===== config.mk =====
export PLATFORM = sky130hd
export DESIGN_NAME = present_iter_core
export DESIGN_NICKNAME = d
export VERILOG_FILES = /design/src/rtl/present_pkg.sv /design/src/rtl/present_key_schedule.sv /design/src/rtl/present_iter_core.sv
export SDC_FILE = /design/constraint.sdc
export NUM_CORES = 1
export LEC_CHECK = 0
export CAP_MARGIN = 40
export CORE_ASPECT_RATIO = 2
export CORE_MARGIN = 4
export CORE_UTILIZATION = 45
export CTS_BUF_LIST = sky130_fd_sc_hd__clkbuf_2
export DETAILED_ROUTE_END_ITERATION = 6
export PLACE_DENSITY = 0.72
export SKIP_CTS_REPAIR_TIMING = 1
export SLEW_MARGIN = 10
export SYNTH_ARGS = -nofsm -noshare
export SYNTH_HDL_FRONTEND = slang
export SYNTH_SLANG_ARGS = --single-unit

===== constraint.sdc =====
create_clock -name clk -period 7.7 [get_ports clk]
set_input_delay 1.54 -clock clk [delete_from_list [all_inputs] [get_ports clk]]
set_output_delay 1.54 -clock clk [all_outputs]
set_load 0.01 [all_outputs]

===== src/rtl/present_pkg.sv =====
// Shared PRESENT primitives: forward/inverse S-box tables, the bit permutation
// and its inverse, plus the FSM state type used by present_iter_core.
package present_pkg;

  localparam logic [3:0] SBOX [16] = '{
    4'hC, 4'h5, 4'h6, 4'hB, 4'h9, 4'h0, 4'hA, 4'hD,
    4'h3, 4'hE, 4'hF, 4'h8, 4'h4, 4'h7, 4'h1, 4'h2
  };

  localparam logic [3:0] INV_SBOX [16] = '{
    4'h5, 4'hE, 4'hF, 4'h8, 4'hC, 4'h1, 4'h2, 4'hD,
    4'hB, 4'h4, 4'h6, 4'h3, 4'h0, 4'h7, 4'h9, 4'hA
  };

  typedef enum logic [2:0] {IDLE, KEYEXP, ROUND, DROUND, DONE} state_t;

  function automatic logic [3:0] sbox(input logic [3:0] x);
    return SBOX[x];
  endfunction

  function automatic logic [3:0] inv_sbox(input logic [3:0] x);
    return INV_SBOX[x];
  endfunction

  function automatic logic [63:0] sbox_layer(input logic [63:0] x);
    logic [63:0] y;
    logic [5:0]  base;
    y = '0;
    for (int n = 0; n < 16; n++) begin
      base = 6'(4 * n);
      y[base +: 4] = SBOX[x[base +: 4]];
    end
    return y;
  endfunction

  function automatic logic [63:0] inv_sbox_layer(input logic [63:0] x);
    logic [63:0] y;
    logic [5:0]  base;
    y = '0;
    for (int n = 0; n < 16; n++) begin
      base = 6'(4 * n);
      y[base +: 4] = INV_SBOX[x[base +: 4]];
    end
    return y;
  endfunction

  // Bit j moves to position 16*j mod 63; bit 63 stays in place.
  function automatic logic [63:0] p_layer(input logic [63:0] x);
    logic [63:0] y;
    logic [5:0]  src;
    logic [5:0]  dst;
    y = '0;
    for (int j = 0; j < 63; j++) begin
      src    = 6'(j);
      dst    = 6'((16 * j) % 63);
      y[dst] = x[src];
    end
    y[63] = x[63];
    return y;
  endfunction

  function automatic logic [63:0] inv_p_layer(input logic [63:0] x);
    logic [63:0] y;
    logic [5:0]  src;
    logic [5:0]  dst;
    y = '0;
    for (int j = 0; j < 63; j++) begin
      src    = 6'(j);
      dst    = 6'((16 * j) % 63);
      y[src] = x[dst];
    end
    y[63] = x[63];
    return y;
  endfunction

endpackage


===== src/rtl/present_key_schedule.sv =====
// Combinational PRESENT key schedule step for 80- or 128-bit keys.
// dir=0 gives update(key,round); dir=1 gives its inverse, invUpdate(key,round).
module present_key_schedule
  import present_pkg::*;
#(
  parameter int KEY_WIDTH = 80
) (
  input  logic [KEY_WIDTH-1:0] key,
  input  logic [4:0]           round,
  input  logic                 dir,
  output logic [KEY_WIDTH-1:0] key_next
);

  logic [KEY_WIDTH-1:0] fwd;
  logic [KEY_WIDTH-1:0] inv;

  if (KEY_WIDTH == 80) begin : g_k80
    logic [79:0] rot;
    logic [79:0] unx;
    // NOTE: every always_comb output gets a full default first, so no latch is inferred.
    always_comb begin
      rot        = {key[18:0], key[79:19]};
      fwd        = rot;
      fwd[79:76] = sbox(rot[79:76]);
      fwd[19:15] = rot[19:15] ^ round;
      // Inverse undoes the steps in reverse order, then rotates right by 61.
      unx        = key;
      unx[19:15] = key[19:15] ^ round;
      unx[79:76] = inv_sbox(key[79:76]);
      inv        = {unx[60:0], unx[79:61]};
    end
  end else if (KEY_WIDTH == 128) begin : g_k128
    logic [127:0] rot;
    logic [127:0] unx;
    always_comb begin
      rot          = {key[66:0], key[127:67]};
      fwd          = rot;
      fwd[127:124] = sbox(rot[127:124]);
      fwd[123:120] = sbox(rot[123:120]);
      fwd[66:62]   = rot[66:62] ^ round;
      unx          = key;
      unx[66:62]   = key[66:62] ^ round;
      unx[127:124] = inv_sbox(key[127:124]);
      unx[123:120] = inv_sbox(key[123:120]);
      inv          = {unx[60:0], unx[127:61]};
    end
  end else begin : g_bad_key_width
    $error("present_key_schedule: KEY_WIDTH must be 80 or 128");
  end

  assign key_next = dir ? inv : fwd;

endmodule


===== src/rtl/present_iter_core.sv =====
// Iterative PRESENT cipher core, one round per clock, valid/ready on both sides.
// Defining PRESENT_DECRYPT_EN adds the inDecrypt port and the KEYEXP/DROUND decrypt path.
module present_iter_core
  import present_pkg::*;
#(
  parameter int KEY_WIDTH  = 80,
  parameter int NUM_ROUNDS = 31
) (
  input  logic                 clk,
  input  logic                 rst,
  input  logic                 inValid,
  output logic                 inReady,
  input  logic [63:0]          inData,
  input  logic [KEY_WIDTH-1:0] inKey,
  output logic                 outValid,
  input  logic                 outReady,
  output logic [63:0]          outData,
  output logic                 busy
`ifdef PRESENT_DECRYPT_EN
  ,
  input  logic                 inDecrypt
`endif
);

  localparam logic [4:0] LAST_ROUND = 5'(NUM_ROUNDS);

  if (NUM_ROUNDS < 1 || NUM_ROUNDS > 31) begin : g_bad_rounds
    $error("present_iter_core: NUM_ROUNDS must be in 1..31");
  end

  state_t               state;
  logic [63:0]          data;
  logic [KEY_WIDTH-1:0] key;
  logic [KEY_WIDTH-1:0] key_next;
  logic [4:0]           rnd;
  logic [63:0]          key_top;
  logic [63:0]          round_out;
  logic                 ks_dir;

  assign key_top   = key[KEY_WIDTH-1 -: 64];
  assign round_out = p_layer(sbox_layer(data ^ key_top));

`ifdef PRESENT_DECRYPT_EN
  logic [63:0] inv_round_out;
  assign inv_round_out = inv_sbox_layer(inv_p_layer(data ^ key_top));
  assign ks_dir        = (state == DROUND);
`else
  assign ks_dir = 1'b0;
`endif

  present_key_schedule #(
    .KEY_WIDTH (KEY_WIDTH)
  ) u_key_schedule (
    .key      (key),
    .round    (rnd),
    .dir      (ks_dir),
    .key_next (key_next)
  );

  assign inReady = (state == IDLE);
  assign busy    = (state != IDLE);

  // NOTE: all state here is plain flops, so every register is reset; an aborted
  // block leaves no trace of its plaintext or key behind.
  always_ff @(posedge clk or posedge rst) begin
    if (rst) begin
      state    <= IDLE;
      data     <= '0;
      key      <= '0;
      rnd      <= '0;
      outValid <= 1'b0;
      outData  <= '0;
    end else begin
      // NOTE: non-blocking assignments so every register samples pre-edge values.
      case (state)
        IDLE: begin
          if (inValid) begin
            data <= inData;
            key  <= inKey;
            rnd  <= 5'd1;
`ifdef PRESENT_DECRYPT_EN
            state <= inDecrypt ? KEYEXP : ROUND;
`else
            state <= ROUND;
`endif
          end
        end

        ROUND: begin
          data <= round_out;
          key  <= key_next;
          // The last round folds in the final whitening key; the counter holds.
          if (rnd == LAST_ROUND) begin
            outData  <= round_out ^ key_next[KEY_WIDTH-1 -: 64];
            outValid <= 1'b1;
            state    <= DONE;
          end else begin
            rnd <= rnd + 5'd1;
          end
        end

`ifdef PRESENT_DECRYPT_EN
        KEYEXP: begin
          key <= key_next;
          if (rnd == LAST_ROUND) begin
            state <= DROUND;
          end else begin
            rnd <= rnd + 5'd1;
          end
        end

        DROUND: begin
          data <= inv_round_out;
          key  <= key_next;
          if (rnd == 5'd1) begin
            outData  <= inv_round_out ^ key_next[KEY_WIDTH-1 -: 64];
            outValid <= 1'b1;
            state    <= DONE;
          end else begin
            rnd <= rnd - 5'd1;
          end
        end
`endif

        DONE: begin
          if (outReady) begin
            outValid <= 1'b0;
            state    <= IDLE;
          end
        end

        default: state <= IDLE;
      endcase
    end
  end

endmodule


==> results_dict.tcl <==
set metrics [dict create \
    synth_area_mm2 0.0131 \
    start_util_pct 45.4 \
    drc 0 \
    dieArea_mm2 0.0321 \
    synth_xor_area_share_pct 9.40 \
    insertion_delay_ns 0.89 \
    yosys_warnings 0 \
    synth_area_leaders "dfrtp_1 (41%), ha_1 (9.8%), nand2_1 (6.6%), xnor2_1 (4.9%), o21ai_0 (4.4%)" \
    clockBufferDepth 3 \
    die_y_um 249 \
    grt_pass1_vias 11300 \
    max_clock_freq_ghz 0.243 \
    hpwl_um 32800 \
    cp_num_buf_inv 2 \
    ys_types 42 \
    synth_compound_area_share_pct 14.2 \
    cp_top_family "buffers and inverters" \
    clock-sinks 216 \
    cts_root_buf "clkbuf_2" \
    setup_violations 0 \
    dpl.cell_count 1884 \
    port_buffers 214 \
    grt_max_degree 80 \
    yosysTopAreaCell "dfrtp_1" \
    via_count 10900 \
    avgViaCountPerCell 5.55 \
    post-route-period-util_pct 53.4 \
    crit_path_start_kind "flop" \
    postSynthNetCount 1627 \
    nets 1825 \
    crit_fanout 45 \
    holdWs_ns 0.486 \
    cts_buffers 48 \
    final-instance-count-excl-fill 1964 \
    post-route-min-period_ns 4.11 \
    synth_top_family_by_area "compound AO/OA/AOI/OAI gates" \
    cp-end-kind "output pin" \
    grt_pass1_wl_um 64700 \
    area_growth_pct 22.0 \
    rows 88 \
    slew_viol_final 0 \
    cap_violations 0 \
    htreeDepth 2 \
    highest_layer "met4" \
    gp_congestion 0.873 \
    io_pins 215 \
    finalSetupTns_ns 0 \
    wire_per_inst_um 21.7 \
    drt_iter0_drc 924 \
    fillCellCount 2645 \
    tightest_slew_ns 0.753 \
    clock_skew_ns 0.0453 \
    track_usage_pct 26.5 \
    final_common_cell "nand2_1" \
    antenna_found_initial 1 \
    crit_arrival_ns 2.57 \
    crit_chain "buf_4 -> nor2_1 -> clkdlybuf4s50_1" \
    synth_seq_cells 216 \
    clkTransAtPathRegs_ns 0.11 \
    drive_gt1_share_pct 7.55 \
    rsz0062_at_grt "false" \
    wl_met2_um 21400 \
    synthMuxAreaShare_pct 9.19 \
    yosysSeqAreaShare_pct 41.2 \
    maxSlewHeadroom_pct 49.8 \
    critical_path_class "flop to output pin" \
    synth_fa_ha_area_share_pct 9.83 \
    required_ns 6.16 \
    holdCritPathClass "flop to flop" \
    die_width_um 129 \
    cts_tree "built" \
    firstDrtPassIters 6 \
    wl_met1_um 14700 \
    cpPeakStageDelay_ns 0.63 \
    core_mm2 0.0288 \
    final_cell_mix "nand2_1 (231), dfrtp_1 (216), clkdlybuf4s50_1 (214)" \
    outcome "finished clean" \
    synthSimpleGateAreaFrac_pct 10.8 \
    netlist.area_leader.share_pct 41.2 \
    wirelength_um 42600 \
    ant_nets 0 \
    dr_wl_met3_um 2550 \
    grt_overflow 0 \
    postSynthAreaPerCell_um2 9.53 \
    report.final.hold_viol_count 0 \
    syn_inst 1376 \
    cpMaxStageDelayCell "clkdlybuf4s50_1" \
]
## synthesized netlist by cell type, drive strengths merged
library cell,n
nand2,232
o22ai,2
nor2b,2
a21oi,54
a32oi,1
and3,1
a21o,16
mux2i,39
mux2,2
o22a,5
a222oi,15
a22oi,20
buf,19
clkbuf,62
mux4,33
nand2b,1
a31oi,71
and2,1
xnor2,80
dfrtp,216
inv,99
a211oi,1
nor2,101
o21ai,117
a22o,6
o2bb2ai,1
ha,103
nor3,12
or2,1
and3b,1
nand3b,1
o221ai,1
nand4b,1
xor2,53
nor3b,6
## worst register-to-register path: stages (launching register included)
cell     delay (ns)
dfrtp_1        0.45
ha_1           0.25
and3_1         0.19
ha_1           0.33
nand2_4        0.44
buf_4          0.63
o21ai_0        0.29
## cell families (layout without fill, tap and decap cells)
logic type | count (synthesis) | count (layout)
AOI/OAI and AO/OA | 310 | 310
xor gates and xnor gates | 133 | 133
adders and majority gates | 103 | 103
buffers and inverters | 180 | 407
DFF | 216 | 216
muxes | 74 | 74
other | 0 | 1
and+or+nand+nor | 360 | 360
## layout make-up
type	count	area [um2]	area share [%]
diodes	1	2.50	0.0156
clock buffers	68	340	2.13
clock inverters	11	42.5	0.266
inverters	99	379	2.37
multi-input cells	980	7040	44.0
flip-flops and latches	216	5410	33.8
well taps	360	450	2.82
repair buffers	229	2330	14.6
## registers in the layout, summed over array words and instances, names as in the netlist
register	count
data	64
key	80
outData	64
outValid	1
rnd	5
state	2
## metrics by stage
step	setup WS [ns]	utilization (%)	area [um2]
after floorplan	0.252	-	13100
after global placement	3.66	53.7	15500
after detailed placement	3.56	54.1	15600
after CTS	3.51	55.4	16000
after global routing	3.50	55.4	16000
final	3.59	55.4	16000
## worst paths after layout
| kind | depth (start not counted) | to | slack (ns) | startpoint |
|---|---|---|---|---|
| setup / recovery | 3 | inReady | 3.59 | state[1] |
| hold / removal | 2 | outData[39] | 0.49 | outData[39] |
| setup reg to reg | 6 | outData[28] | 4.99 | rnd[0] |
| hold reg to reg | 2 | outData[39] | 0.49 | outData[39] |
| max in group asynchronous | 4 | outData[55] | 5.46 | rst |
| min in group asynchronous | 2 | key[59] | 1.08 | rst |
## routing by layer
metal,up-vias,track usage [%]
met5,-,0
met4,0,20.2
met3,152,4.03
met2,467,44.6
met1,5201,29.4
li1,5074,-
Power is not shown: default switching activity piles up to over one toggle a cycle in this logic, so the estimate is an artifact.
